[config.mk]
export PLATFORM = sky130hd
export DESIGN_NAME = ecc_mem_ctrl
export DESIGN_NICKNAME = d
export VERILOG_FILES = /design/src/rtl/ecc_pkg.sv /design/src/rtl/ecc_mem_array.sv /design/src/rtl/ecc_mem_ctrl.sv
export SDC_FILE = /design/constraint.sdc
export NUM_CORES = 1
export LEC_CHECK = 0
export ABC_CLOCK_PERIOD_IN_PS = 2860
export BUFFER_PORTS_ARGS = -buffer_cell sky130_fd_sc_hd__buf_2
export CAP_MARGIN = 20
export CORE_MARGIN = 8
export CORE_UTILIZATION = 55
export DETAILED_ROUTE_END_ITERATION = 8
export PLACE_DENSITY = 0.81
export SETUP_SLACK_MARGIN = 0.02
export SKIP_LAST_GASP = 1
export SLEW_MARGIN = 20
export SYNTH_ARGS = -nofsm -noshare
export SYNTH_HDL_FRONTEND = slang
export SYNTH_SLANG_ARGS = --single-unit
[constraint.sdc]
create_clock -name clk -period 2.86 [get_ports clk]
set_clock_uncertainty 0.15 [all_clocks]
set_input_delay 0.429 -clock clk [delete_from_list [all_inputs] [get_ports clk]]
set_output_delay 0.429 -clock clk [all_outputs]
set_load 0.02 [all_outputs]
[src/rtl/ecc_pkg.sv]
`default_nettype none
// ============================================================================
// Module      : ecc_pkg
// Description : Shared types, widths and Hamming(7,4) helpers for the ECC
//               memory controller. Optional macro: ECC_WRITEBACK_EN adds
//               the scrub-writeback state.
// Revision    : 1.0 - initial release
// ============================================================================
package ecc_pkg;

   localparam int c_DATA_W = 4;
   localparam int c_CODE_W = 7;
   localparam int c_SYN_W  = 3;

   typedef enum logic [2:0] {
      IDLE = 3'd0,
      RD   = 3'd1,
      DEC  = 3'd2,
`ifdef ECC_WRITEBACK_EN
      RSP  = 3'd3,
      WB   = 3'd4
`else
      RSP  = 3'd3
`endif
   } state_t;

   // Parity bits sit at Hamming positions 1, 2 and 4 (c0, c1, c3).
   function automatic logic [c_CODE_W-1:0] ecc_encode(input logic [c_DATA_W-1:0] d);
      logic [c_CODE_W-1:0] c;
      c[0] = d[0] ^ d[1] ^ d[3];
      c[1] = d[0] ^ d[2] ^ d[3];
      c[2] = d[0];
      c[3] = d[1] ^ d[2] ^ d[3];
      c[4] = d[1];
      c[5] = d[2];
      c[6] = d[3];
      return c;
   endfunction

   function automatic logic [c_SYN_W-1:0] ecc_syndrome(input logic [c_CODE_W-1:0] c);
      logic [c_SYN_W-1:0] s;
      s[0] = c[0] ^ c[2] ^ c[4] ^ c[6];
      s[1] = c[1] ^ c[2] ^ c[5] ^ c[6];
      s[2] = c[3] ^ c[4] ^ c[5] ^ c[6];
      return s;
   endfunction

   // A nonzero syndrome names the 1-based bit position to flip; a double
   // error therefore lands on a wrong bit, which is accepted behaviour.
   function automatic logic [c_CODE_W-1:0] ecc_correct(input logic [c_CODE_W-1:0] c,
                                                        input logic [c_SYN_W-1:0]  s);
      logic [c_CODE_W-1:0] f;
      f = c;
      for (int i = 0; i < c_CODE_W; i++) begin
         if (int'(s) == i + 1) begin
            f[i] = ~c[i];
         end
      end
      return f;
   endfunction

   function automatic logic [c_DATA_W-1:0] ecc_data(input logic [c_CODE_W-1:0] c);
      return {c[6], c[5], c[4], c[2]};
   endfunction

endpackage : ecc_pkg
`default_nettype wire

[src/rtl/ecc_mem_array.sv]
`default_nettype none
// ============================================================================
// Module      : ecc_mem_array
// Description : DEPTH x CODE_W codeword storage, one synchronous write port
//               and one synchronous read port. Contents are not reset.
// Revision    : 1.0 - initial release
// ============================================================================
module ecc_mem_array #(
   parameter int DEPTH  = 16,
   parameter int ADDR_W = 4,
   parameter int CODE_W = 7
) (
   input  logic              clk,
   input  logic              we,
   input  logic [ADDR_W-1:0] waddr,
   input  logic [CODE_W-1:0] wdata,
   input  logic              re,
   input  logic [ADDR_W-1:0] raddr,
   output logic [CODE_W-1:0] rdata
);

   logic [CODE_W-1:0] r_mem [DEPTH];

   // Storage write and registered read; no reset so the array survives rst.
   always_ff @(posedge clk) begin
      if (we) begin
         r_mem[waddr] <= wdata;
      end
      if (re) begin
         rdata <= r_mem[raddr];
      end
   end

endmodule : ecc_mem_array
`default_nettype wire

[src/rtl/ecc_mem_ctrl.sv]
`default_nettype none
// ============================================================================
// Module      : ecc_mem_ctrl
// Description : Single-request Hamming(7,4) protected memory controller with
//               fault injection, corrected read responses and a saturating
//               error counter. Optional macro: ECC_WRITEBACK_EN enables a
//               one-cycle scrub writeback after an erroneous read.
// Revision    : 1.0 - initial release
// ============================================================================
module ecc_mem_ctrl
   import ecc_pkg::*;
#(
   parameter int DEPTH  = 16,
   parameter int ADDR_W = 4
) (
   input  logic              clk,
   input  logic              rst,
   input  logic              req_valid,
   output logic              req_ready,
   input  logic              req_we,
   input  logic [ADDR_W-1:0] req_addr,
   input  logic [3:0]        req_wdata,
   input  logic [6:0]        req_inj,
   output logic              rsp_valid,
   input  logic              rsp_ready,
   output logic [3:0]        rsp_rdata,
   output logic              rsp_err,
   output logic [2:0]        rsp_syndrome,
   output logic [7:0]        err_count
);

   state_t                r_state;
   state_t                w_next;
   logic [ADDR_W-1:0]     r_addr;
   logic                  w_mem_we;
   logic                  w_mem_re;
   logic [ADDR_W-1:0]     w_mem_waddr;
   logic [c_CODE_W-1:0]   w_mem_wdata;
   logic [c_CODE_W-1:0]   w_rd_code;
   logic [c_SYN_W-1:0]    w_syn;
   logic [c_CODE_W-1:0]   w_fixed;
`ifdef ECC_WRITEBACK_EN
   logic [c_CODE_W-1:0]   r_fix_code;
`endif

   assign w_syn   = ecc_syndrome(w_rd_code);
   assign w_fixed = ecc_correct(w_rd_code, w_syn);

   ecc_mem_array #(
      .DEPTH  (DEPTH),
      .ADDR_W (ADDR_W),
      .CODE_W (c_CODE_W)
   ) u_array (
      .clk   (clk),
      .we    (w_mem_we),
      .waddr (w_mem_waddr),
      .wdata (w_mem_wdata),
      .re    (w_mem_re),
      .raddr (r_addr),
      .rdata (w_rd_code)
   );

   // State register.
   always_ff @(posedge clk or posedge rst) begin
      if (rst) begin
         r_state <= IDLE;
      end else begin
         r_state <= w_next;
      end
   end

   // Next-state, handshakes and array port control.
   always_comb begin
      w_next      = r_state;
      req_ready   = 1'b0;
      rsp_valid   = 1'b0;
      w_mem_we    = 1'b0;
      w_mem_re    = 1'b0;
      w_mem_waddr = req_addr;
      w_mem_wdata = ecc_encode(req_wdata) ^ req_inj;
      case (r_state)
         IDLE: begin
            req_ready = ~rst;
            if (req_valid && !rst) begin
               if (req_we) begin
                  w_mem_we = 1'b1;
               end else begin
                  w_next = RD;
               end
            end
         end
         RD: begin
            w_mem_re = 1'b1;
            w_next   = DEC;
         end
         DEC: begin
            w_next = RSP;
         end
         RSP: begin
            rsp_valid = 1'b1;
            if (rsp_ready) begin
`ifdef ECC_WRITEBACK_EN
               w_next = rsp_err ? WB : IDLE;
`else
               w_next = IDLE;
`endif
            end
         end
`ifdef ECC_WRITEBACK_EN
         WB: begin
            // Whole-word write gated by rst: an abort leaves the old word.
            w_mem_we    = ~rst;
            w_mem_waddr = r_addr;
            w_mem_wdata = r_fix_code;
            w_next      = IDLE;
         end
`endif
         default: begin
            w_next = IDLE;
         end
      endcase
   end

   // Read address capture, decode result registers and error counter.
   always_ff @(posedge clk or posedge rst) begin
      if (rst) begin
         r_addr       <= '0;
         rsp_rdata    <= '0;
         rsp_err      <= 1'b0;
         rsp_syndrome <= '0;
         err_count    <= '0;
`ifdef ECC_WRITEBACK_EN
         r_fix_code   <= '0;
`endif
      end else begin
         if (r_state == IDLE && req_valid && !req_we) begin
            r_addr <= req_addr;
         end
         if (r_state == DEC) begin
            rsp_rdata    <= ecc_data(w_fixed);
            rsp_err      <= |w_syn;
            rsp_syndrome <= w_syn;
`ifdef ECC_WRITEBACK_EN
            r_fix_code   <= w_fixed;
`endif
            if ((|w_syn) && (err_count != 8'hFF)) begin
               err_count <= err_count + 8'd1;
            end
         end
      end
   end

endmodule : ecc_mem_ctrl
`default_nettype wire

; ---- Word-level counts from Yosys, hierarchy flattened
; Memories as Yosys holds them, arrays and structs flattened. A register that Yosys moved wholly into a read port is not among the register bits.
; Index checks and enable logic that the tools add are counted.
[word_totals]
ff_bits = 23
latch_bits = 0
ram_bits = 112
romBits = 0
in_bits = 20
output_inout_bits = 18
word_cells = 66
n_memories = 1
[mem_list]
columns = memory, words, word_bits, read_ports, rd_ports_with_merged_regs, write_ports, line_no
row1 = u_array.r_mem, 16, 7, 1, 1, 1, ecc_mem_array.sv:22  ; logic [CODE_W-1:0] r_mem [DEPTH];
[classes]
addsub = 1
n_mul = 0
n_div = 0
order_cmp = 0
eq_ne = 11
shifts = 0
muxes = 16
n_bitwise = 21
n_reduce_logical = 10
[ops]
columns = operator, n
row1 = 1-bit XOR, 15
row2 = 1-bit two-way mux, 12
row3 = 3-bit case mux with 4 select lines, 1
row4 = "3-bit by 2-bit == test with 1-bit output, second input constant", 3
row5 = 3-bit two-way mux, 3
row6 = "8-bit by 1-bit adder with 8-bit output, second input constant", 1
row7 = "8-bit != test, second input constant", 1
row8 = 7-bit XOR, 1
row9 = "3-bit by 1-bit == test with 1-bit output, second input constant", 2
row10 = "3-bit == test, second input constant", 2
row11 = "2-bit != test, second input constant", 3
row12 = 1-bit inverter, 5
row13 = 1-bit logical AND, 4
row14 = 3-bit logical NOT, 1
row15 = 3-bit AND reduction, 1
row16 = 3-bit OR reduction, 1
row17 = 1-bit logical NOT, 2
row18 = 2-bit AND reduction, 1

; ---- Longest topological paths before layout
; Gate-level depths: netlist (run 1).
[depth]
word_depth = 6
depth_mapped = 6
mapped_depth_nobuf = 6

; ---- Cells and area by module
; From an unflattened synthesis (run 1), not the netlist that was laid out.
[unflattened]
cells_unflattened = 317
area_unflattened_um2 = 5858.1
[by_module_without_submodules]
columns = mod, n_inst, cells_each, area_each_um2, seq_area_each_um2
row1 = ecc_mem_array, 1, 203, 4600.7, 3573.4
row2 = ecc_mem_ctrl, 1, 114, 1257.5, 550.5

; ---- Least setup slack after synthesis (run 1)
; Ideal clock, no wire load.
[synth_timing]
path_kind = reg-to-reg
startpoint = reg r_state[0]
endpoint = mem u_array.r_mem[2][0], enable pin
setup_time_ns = 0.380
t_arrival_ns = 1.822
t_required_ns = 2.330
path_slack_ns = 0.508
stages_incl_launch_ff = 6
path_buffers = 0
synth_period_minus_slack_ns = 2.352
path_cell_list = dfrtp_1 inv_1 ha_1 nand3_1 or3b_2 nor3_1
[synth_via]
elab_chain_cells = 4
[synth_rtl]
columns = item, line_no
row1 = from (decl), ecc_mem_ctrl.sv:32  ; state_t r_state;
row2 = from (signal assigned), ecc_mem_ctrl.sv:68  ; r_state <= w_next;
row3 = 3-bit logical NOT, ecc_mem_ctrl.sv:81  ; case (r_state)
row4 = 1-bit two-way mux, ecc_mem_ctrl.sv:81
row5 = 1-bit two-way mux, ecc_mem_array.sv:26  ; if (we) begin
row6 = 1-bit two-way mux (implied by the code), ecc_mem_array.sv:27  ; r_mem[waddr] <= wdata;
row7 = to (decl), ecc_mem_array.sv:22
; No other way between the ends.

; ---- Worst setup path after layout (run 1)
[layout_timing]
startpoint = reg r_state[1]
endpoint = mem u_array.r_mem[14][4], enable pin
; Same word-level chain as after synthesis.

==> key figures, run 1 <==
Outcome
  – Outcome: completed

Place
  – PortBufs: 37
  – GPL Wtd Cong: 0.804
  – DP HPWL: 7.40 mm
  – DP Area: 6230 sq um

GRT
  – Initial antenna violation count: 0
  – Largest net degree at the start of global routing: 30
  – All-layer global routing usage: 0.169
  – First-pass GRT wire length: 17.7 mm
  – Overflow after GRT: 0
  – Vias in the first global route: 3216

Synthesis
  – Mapped Avg Cell Area: 18.9 sq um
  – Yosys Warn Count: 0
  – Yosys reg bits: 141
  – Register area share after synthesis: 0.714
  – Cell Area, Synth: 5780 sq um
  – Synthesized net count: 331
  – Synth cell types: 35
  – Synth Instances: 306

Critical path
  – R2r setup slk: 350 ps
  – Worst EP required: 2870 ps
  – Worst-path maximum fanout: 7
  – Worst setup path start: r_state[1]
  – Setup crit end kind: flip-flop
  – FF-to-FF Start: r_state[1]
  – Type of origin of the critical path: flip-flop
  – WP data arrival: 2520 ps
  – Critical path type: reg -> reg

Routing
  – Post-DRT Antenna Nets: 0
  – Routed WL: 11.3 mm
  – DR DRC count: 0
  – Vias/cell: 5.74
  – Via count: 2989
  – Initial DRT Pass Iterations: 5
  – WL/cell: 21.7 um
  – Drt initial violations: 351

Clocking
  – CTS max path bufs: 2
  – Worst skew pair latency: 520 ps
  – CTS root buf: clkbuf_8
  – Cts bufs inserted: 17
  – H-tree depth: 4
  – Clock sinks: 141
  – Post-CTS Setup Inserts: 0
  – CTS clk-pin slew, worst paths: 60 ps
  – CTS tree: done

Floorplan
  – I/O pin count: 38
  – DIE AREA: 14000 sq um
  – Die height: 119 um
  – Placeable Area: 10300 sq um
  – Starting Density: 0.562
  – Die Width: 119 um
  – Rows: 37

Cells and area
  – Final #Nets: 397
  – Area Overhead vs Synth: 18.8%
  – Register area: 4130 sq um
  – Number of diodes: 0
  – Multi-input gate area: 1590 sq um
  – Share of cells above drive strength 1: 0.340
  – Final Cell Area: 6870 sq um
  – Fillers: 659
  – Util after Layout: 0.668

STA
  – Final setup viols: 0
  – Crit share post-route: 0.879
  – Worst-Margin Slew: 895 ps
  – RSZ-0062 raised after global routing: false
  – Rel. slew slack: 0.403
  – Final Max Tran Viols: 0
  – Fin crit period: 2510 ps
  – Setup_tns: 0 ps
  – Final Hold Viols: 0
  – Peak Freq: 398 MHz

Worst hold path
  – HP Class: in -> reg
  – Worst Hold Launch: req_addr[0]

Power and ir drop
  – Clock group share of total power: 0.320
  – Total power: 7200 uW
  – P_sw: 2190 uW
  – Switching Share: 0.304
  – Internal power: 5020 uW
  – Pwr Density: 1050 nW/um^2
  – LEAKAGE: 0.00241 uW
  – Combinational Power Share: 0.304
  – Maximum vdd ir drop: 568 uV
  – Seq pwr share: 0.376

Run
  – Max cap viols: 0
## layout make-up
cell class                      instances  area share
Sequential cell                       141       0.601
Clock inverter                         14      0.0302
Multi-Input combinational cell        151       0.232
Timing Repair Buffer                   57      0.0492
Tap cell                              136      0.0248
Clock buffer                           18      0.0609
Inverter                                4     0.00219
## repair_timing
item	CTS	global route
endpoints found under the hold margin	22	0
gates resized for setup	0	0
hold buffers	1	0
## metal layers
layer / GRT usage / vias to the layer above / part of all wire
li1: - / 1338 / -
met5: 0 / - / 0
met1: 0.206 / 1511 / 0.40
met2: 0.279 / 129 / 0.51
met4: 0.0656 / 0 / 0.013
met3: 0.0543 / 11 / 0.076
## worst paths after layout
path,endpoint,depth (start not counted)
worst max register to register,u_array.r_mem[14][4],5
worst min-delay path,r_addr[0],2
worst min register to register,err_count[5],1
max in group asynchronous,r_addr[0],3
min in group asynchronous,r_addr[1],3
worst max-delay path,u_array.r_mem[14][4],5
## synthesized netlist by cell type, drive strengths merged
cell type	number	area (sq um)
nand3b	1	7.51
nand2b	4	25.0
or3	2	17.5
edfxtp	119	3570
inv	4	15.0
or3b	1	8.76
a21oi	8	40.0
nand3	6	30.0
and3	2	12.5
ha	5	62.6
mux2i	1	10.0
and4	1	8.76
nor2b	2	12.5
dfrtp	22	551
mux4	35	788
nor2	23	86.3
nand4	1	6.26
o211ai	1	7.51
buf	6	32.5
xnor2	19	166
mux2	6	67.6
o21ai	2	10.0
nor4b	1	8.76
nor3b	5	37.5
a21boi	1	18.8
clkbuf	4	15.0
or2	1	6.26
nand2	5	18.8
a2bb2oi	1	8.76
nor3	6	30.0
xor2	11	96.3
## cells by family (layout without fill, tap and decap cells)
family,Yosys count,count (layout),synth area share
flip-flops,141,141,0.714
AND/OR/NAND/NOR,61,61,0.0548
multiplexers,42,42,0.150
XOR/XNOR,30,30,0.0455
buffers and inverters,14,93,0.0108
AO/OA/AOI/OAI,13,13,0.0147
adder cells (fa/ha/maj),5,5,0.0108
## power groups by stage
stage / Sequential (uW) / Combinational (uW) / Clock (uW)
4_1_cts: 2710 / 2210 / 2330
6_report: 2710 / 2190 / 2300
3_5_place_dp: 2760 / 2200 / 0
2_1_floorplan: 2800 / 1590 / 0
5_1_grt: 2740 / 2370 / 2430
3_3_place_gp: 2740 / 2140 / 0
## cell usage in the layout, fill, tap and decap left out, drive strengths merged
| cell | n |
|---|---|
| or3 | 2 |
| or2 | 1 |
| buf | 56 |
| nor3b | 5 |
| bufinv | 4 |
| and3 | 2 |
| or3b | 1 |
| nor3 | 6 |
| dlygate4sd3 | 1 |
| mux2i | 1 |
| a2bb2oi | 1 |
| a21boi | 1 |
| xor2 | 11 |
| inv | 10 |
| o211ai | 1 |
| nand4 | 1 |
| and4 | 1 |
| clkbuf | 18 |
| nand3 | 6 |
| nor2 | 23 |
| nor4b | 1 |
| nand3b | 1 |
| edfxtp | 119 |
| a21oi | 8 |
| dfrtp | 22 |
| xnor2 | 19 |
| nor2b | 2 |
| mux4 | 35 |
| clkinv | 2 |
| clkinvlp | 2 |
| ha | 5 |
| nand2b | 4 |
| o21ai | 2 |
| mux2 | 6 |
| nand2 | 5 |
## registers in the layout (all words and copies together), names as in the netlist
signal / count
rsp_syndrome: 3
u_array.r_mem: 112
r_addr: 4
err_count: 8
u_array.rdata: 7
rsp_rdata: 4
rsp_err: 1
r_state: 2
## stage by stage
stage / hold WS [ps] / worst slack (ps) / std cells
4_1_cts: 75.1 / 348 / 521
3_5_place_dp: 345 / 374 / 488
3_3_place_gp: 337 / 485 / 488
6_report: 99.2 / 346 / 521
5_1_grt: 95.2 / 215 / 521
2_1_floorplan: 268 / 508 / 306
## critical path, stage by stage, from the launching register on
cell and delay (ps):
dfrtp_1 400, inv_1 120, ha_1 280, nand3_1 190, or3b_2 550, nor2_1 460
Note: power is estimated with default switching activity, not from simulation.
==> inputs of run 2 (changes only) <==
--- a/config.mk
+++ b/config.mk
@@ -5,7 +5,8 @@
 export SDC_FILE = /design/constraint.sdc
 export NUM_CORES = 1
 export LEC_CHECK = 0
-export ABC_CLOCK_PERIOD_IN_PS = 2860
+export ABC_AREA = 0
+export ABC_CLOCK_PERIOD_IN_PS = 2700
 export BUFFER_PORTS_ARGS = -buffer_cell sky130_fd_sc_hd__buf_2
 export CAP_MARGIN = 20
 export CORE_MARGIN = 8
@@ -17,4 +18,5 @@
 export SLEW_MARGIN = 20
 export SYNTH_ARGS = -nofsm -noshare
 export SYNTH_HDL_FRONTEND = slang
+export SYNTH_HIERARCHICAL = 1
 export SYNTH_SLANG_ARGS = --single-unit
==> constraint.sdc (replaced) <==
create_clock -name clk -period 2.7 [get_ports clk]
set_clock_uncertainty 0.15 [all_clocks]
set_input_delay 0.405 -clock clk [delete_from_list [all_inputs] [get_ports clk]]
set_output_delay 0.405 -clock clk [all_outputs]
set_load 0.02 [all_outputs]
==> run 2 against run 1 <==
Effect of this change:
- global-route usage shrank 0.16 points
- first-iteration DRC count down 0.57%
- non-clock buffer count grew 5
- hold slack lost 1.9 ps
- critical endpoint is now u_array/r_mem[0][1]
==> key figures, run 2 <==
Cells and area
  – Max FFs per register: 112 (unchanged)
  – Area Overhead vs Synth: 18.3% (was 18.8%)
  – Final Cell Area: 6930 sq um (was 6870 sq um)
  – Final #Nets: 412 (was 397)
  – Most common cell after layout, fill and taps aside: edfxtp_1 (unchanged)
  – Number of diodes: 0 (unchanged)
  – Largest reg by FF count: u_array/r_mem (was u_array.r_mem)
  – Most frequent cells in the layout: 119 x edfxtp_1, 37 x buf_2, 24 x buf_4, 23 x nor2_1, 22 x dfrtp_1 (was 119 x edfxtp_1, 37 x buf_2, 35 x mux4_2, 23 x nor2_1, 21 x dfrtp_1)
  – Share of cells above drive strength 1: 0.293 (was 0.340)
  – Biggest regs: u_array/r_mem x112, err_count x8, u_array/rdata x7 (was u_array.r_mem x112, err_count x8, u_array.rdata x7)

Synthesis
  – Synth cell types: 36 (was 35)
  – Synthesized net count: 342 (was 331)
  – Leading area contributor after synthesis: edfxtp_1 (unchanged)
  – Register area share after synthesis: 0.704 (was 0.714)
  – Largest family of logic cells by synthesized area: multiplexers (unchanged)
  – Share of async-settable or async-resettable flops after synthesis: 0.156 (unchanged)
  – Synth Instances: 317 (was 306)
  – Simple-Gate Fraction of Synth Area: 0.0545 (was 0.0548)
  – Xor/xnor share of the synthesized area: 0.0500 (was 0.0455)
  – Mux cell area share after synthesis: 0.130 (was 0.150)
  – Number of synthesized flops with an enable pin: 119 (unchanged)
  – Synth top area share: 0.610 (was 0.618)
  – Synth Area in Adders: 0.0107 (was 0.0108)
  – Post-synth top cells: 119 x edfxtp_1, 23 x nor2_1, 22 x dfrtp_1, 19 x xnor2_1, 17 x mux4_1 (was 119 x edfxtp_1, 35 x mux4_2, 23 x nor2_1, 22 x dfrtp_1, 19 x xnor2_1)
  – Largest cells by area after synthesis: edfxtp_1 61%, dfrtp_1 9.4%, mux4_1 7.6% (was edfxtp_1 62%, mux4_2 14%, dfrtp_1 9.5%)
  – Mapped Avg Cell Area: 18.5 sq um (was 18.9 sq um)
  – Top-count cell post-synth: edfxtp_1 (unchanged)
  – Cell Area, Synth: 5860 sq um (was 5780 sq um)
  – Synth Flop Type: edfxtp_1 (unchanged)
  – Yosys reg bits: 141 (unchanged)
  – Yosys Warn Count: 6 (was 0)
  – Synth Area in Compound Gates: 0.0352 (was 0.0147)

Critical path
  – Family with the most delay on the worst path: simple AND/OR/NAND/NOR gates (unchanged)
  – Type of origin of the critical path: flip-flop (unchanged)
  – Setup crit end kind: flip-flop (unchanged)
  – CP Cell Sequence: inv_1 > ha_1 > nor2b_1 > and3_1 > or3b_2 > nor3_2 > buf_4 (was inv_1 > ha_1 > nand3_1 > or3b_2 > nor2_1)
  – WP data arrival: 2570 ps (was 2520 ps)
  – Worst-path maximum fanout: 7 (unchanged)
  – Max incr delay on CP: 530 ps (was 550 ps)
  – Bufs and invs on worst path: 2 (was 1)
  – CP max-delay cell: or3b_2 (unchanged)
  – Worst EP required: 2780 ps (was 2870 ps)
  – Critical path type: reg -> reg (unchanged)

STA
  – Worst-Margin Slew: 804 ps (was 895 ps)
  – RSZ-0062 raised after global routing: false (unchanged)
  – Crit share post-route: 0.923 (was 0.879)
  – Final Max Tran Viols: 0 (unchanged)
  – Final setup viols: 0 (unchanged)
  – Rel. slew slack: 0.463 (was 0.403)
  – Final Hold Viols: 0 (unchanged)
  – Peak Freq: 401 MHz (was 398 MHz)
  – Fin crit period: 2490 ps (was 2510 ps)
  – Setup_tns: 0 ps (unchanged)

Floorplan
  – Placeable Area: 10300 sq um (about the same)
  – Die Width: 119 um (about the same)
  – Rows: 37 (unchanged)
  – I/O pin count: 38 (unchanged)
  – Die height: 119 um (about the same)
  – Starting Density: 0.567 (was 0.562)
  – DIE AREA: 14200 sq um (was 14000 sq um)

Clocking
  – CTS max path bufs: 2 (unchanged)
  – Cts bufs inserted: 17 (unchanged)
  – Clock sinks: 141 (unchanged)
  – Worst skew pair latency: 510 ps (was 520 ps)
  – CTS tree: done (unchanged)
  – Resized Gates After CTS: 0 (unchanged)
  – CTS root buf: clkbuf_8 (unchanged)
  – CTS clk-pin slew, worst paths: 60 ps (about the same)
  – H-tree depth: 4 (unchanged)

Routing
  – Via count: 3129 (was 2989)
  – WL/cell: 21.5 um (was 21.7 um)
  – Post-DRT Antenna Nets: 0 (unchanged)
  – DR DRC count: 0 (unchanged)
  – Routed WL: 11.5 mm (was 11.3 mm)
  – Drt initial violations: 349 (was 351)
  – Vias/cell: 5.84 (was 5.74)
  – Initial DRT Pass Iterations: 5 (unchanged)

GRT
  – Largest net degree at the start of global routing: 23 (was 30)
  – First-pass GRT wire length: 17.8 mm (was 17.7 mm)
  – Initial antenna violation count: 0 (unchanged)
  – All-layer global routing usage: 0.168 (was 0.169)
  – Vias in the first global route: 3184 (was 3216)
  – Overflow after GRT: 0 (unchanged)

Power and ir drop
  – LEAKAGE: 0.00250 uW (was 0.00241 uW)
  – Combinational Power Share: 0.324 (was 0.304)
  – Seq pwr share: 0.374 (was 0.376)
  – Internal power: 5120 uW (was 5020 uW)
  – Switching Share: 0.329 (was 0.304)
  – Clock group share of total power: 0.301 (was 0.320)
  – P_sw: 2510 uW (was 2190 uW)
  – Pwr Density: 1100 nW/um^2 (was 1050 nW/um^2)
  – Maximum vdd ir drop: 701 uV (was 568 uV)

Run
  – Max cap viols: 0 (unchanged)

Place
  – PortBufs: 37 (unchanged)
  – DP Area: 6320 sq um (was 6230 sq um)
  – DP HPWL: 7.57 mm (was 7.40 mm)
  – GPL Wtd Cong: 0.808 (was 0.804)

Worst hold path
  – HP Class: in -> reg (unchanged)

Outcome
  – Outcome: completed (unchanged)
[run 2: changes by cell type in the layout (fill, tap and decap cells not counted), sizes merged, moves of 3 or more]
cell,before,now
nand3b,1,4
xnor2,19,23
nor2b,2,5
buf,56,61
nand2,5,11
mux4,35,28
nand4,1,5
xor2,11,7
a22oi,0,14
nand3,6,2
[run 2: power groups by stage]
| stage | registers [uW] | clock network, uW | logic, uW |
|---|---|---|---|
| 2_1_floorplan | 2980 | 0 | 1840 |
| 3_3_place_gp | 2890 | 0 | 2400 |
| 3_5_place_dp | 2900 | 0 | 2450 |
| 4_1_cts | 2860 | 2330 | 2480 |
| 5_1_grt | 2890 | 2420 | 2680 |
| 6_report | 2860 | 2300 | 2480 |
[run 2: layout make-up]
| class | instances | area (sq um) |
|---|---|---|
| well taps | 136 | 170 |
| fillers | 647 | 3390 |
| inverters | 3 | 11.3 |
| flip-flops and latches | 141 | 4120 |
| clock inverters | 15 | 176 |
| repair buffers | 62 | 375 |
| clock buffers | 17 | 414 |
| multi-input cells | 162 | 1660 |
[run 2: through the flow]
stage / total power, uW / util / std cells / hold WS [ps] / worst slack (ps)
floorplan: 4820 / - / 317 / 253 / 51.0
CTS: 7670 / 0.671 / 536 / 59.9 / 234
global placement: 5280 / 0.612 / 503 / 333 / 324
detailed placement: 5350 / 0.613 / 503 / 343 / 251
global route: 7980 / 0.672 / 536 / 73.7 / 58.7
finish: 7630 / 0.672 / 536 / 97.2 / 207
[run 2: what timing repair did]
action	in CTS	in global routing
hold buffers	1	0
buffers inserted	0	0
endpoints found under the hold margin	22	0
[run 2: final timing paths]
kind | end | from | slack [ps] | cells after the start
setup / recovery | u_array/r_mem[0][1] | r_state[0] | 210 | 7
hold / removal | r_addr[3] | req_addr[3] | 100 | 2
setup reg to reg | u_array/r_mem[0][1] | r_state[0] | 210 | 7
hold reg to reg | rsp_syndrome[0] | rsp_syndrome[0] | 370 | 2
max in group asynchronous | r_addr[3] | rst | 1790 | 4
min in group asynchronous | err_count[1] | rst | 380 | 4
[run 2: routing by layer]
metal | vias up | track usage | share of wire
li1 | 1406 | - | -
met2 | 154 | 0.269 | 0.49
met1 | 1556 | 0.212 | 0.42
met4 | 0 | 0.0577 | 0.014
met5 | - | 0 | 0
met3 | 13 | 0.0538 | 0.076
[run 2: cells by family after synthesis]
logic type | Yosys count
fa+ha+maj | 5
xor+xnor | 30
simple gates | 64
buf+inv | 14
compound gates | 29
mux | 34
flops | 141
[run 2: worst reg2reg max path, cell delays in order (launching register included)]
cell	delay (ps)
dfrtp_1	410
inv_1	100
ha_1	220
nor2b_1	180
and3_1	320
or3b_2	530
nor3_2	130
buf_4	180
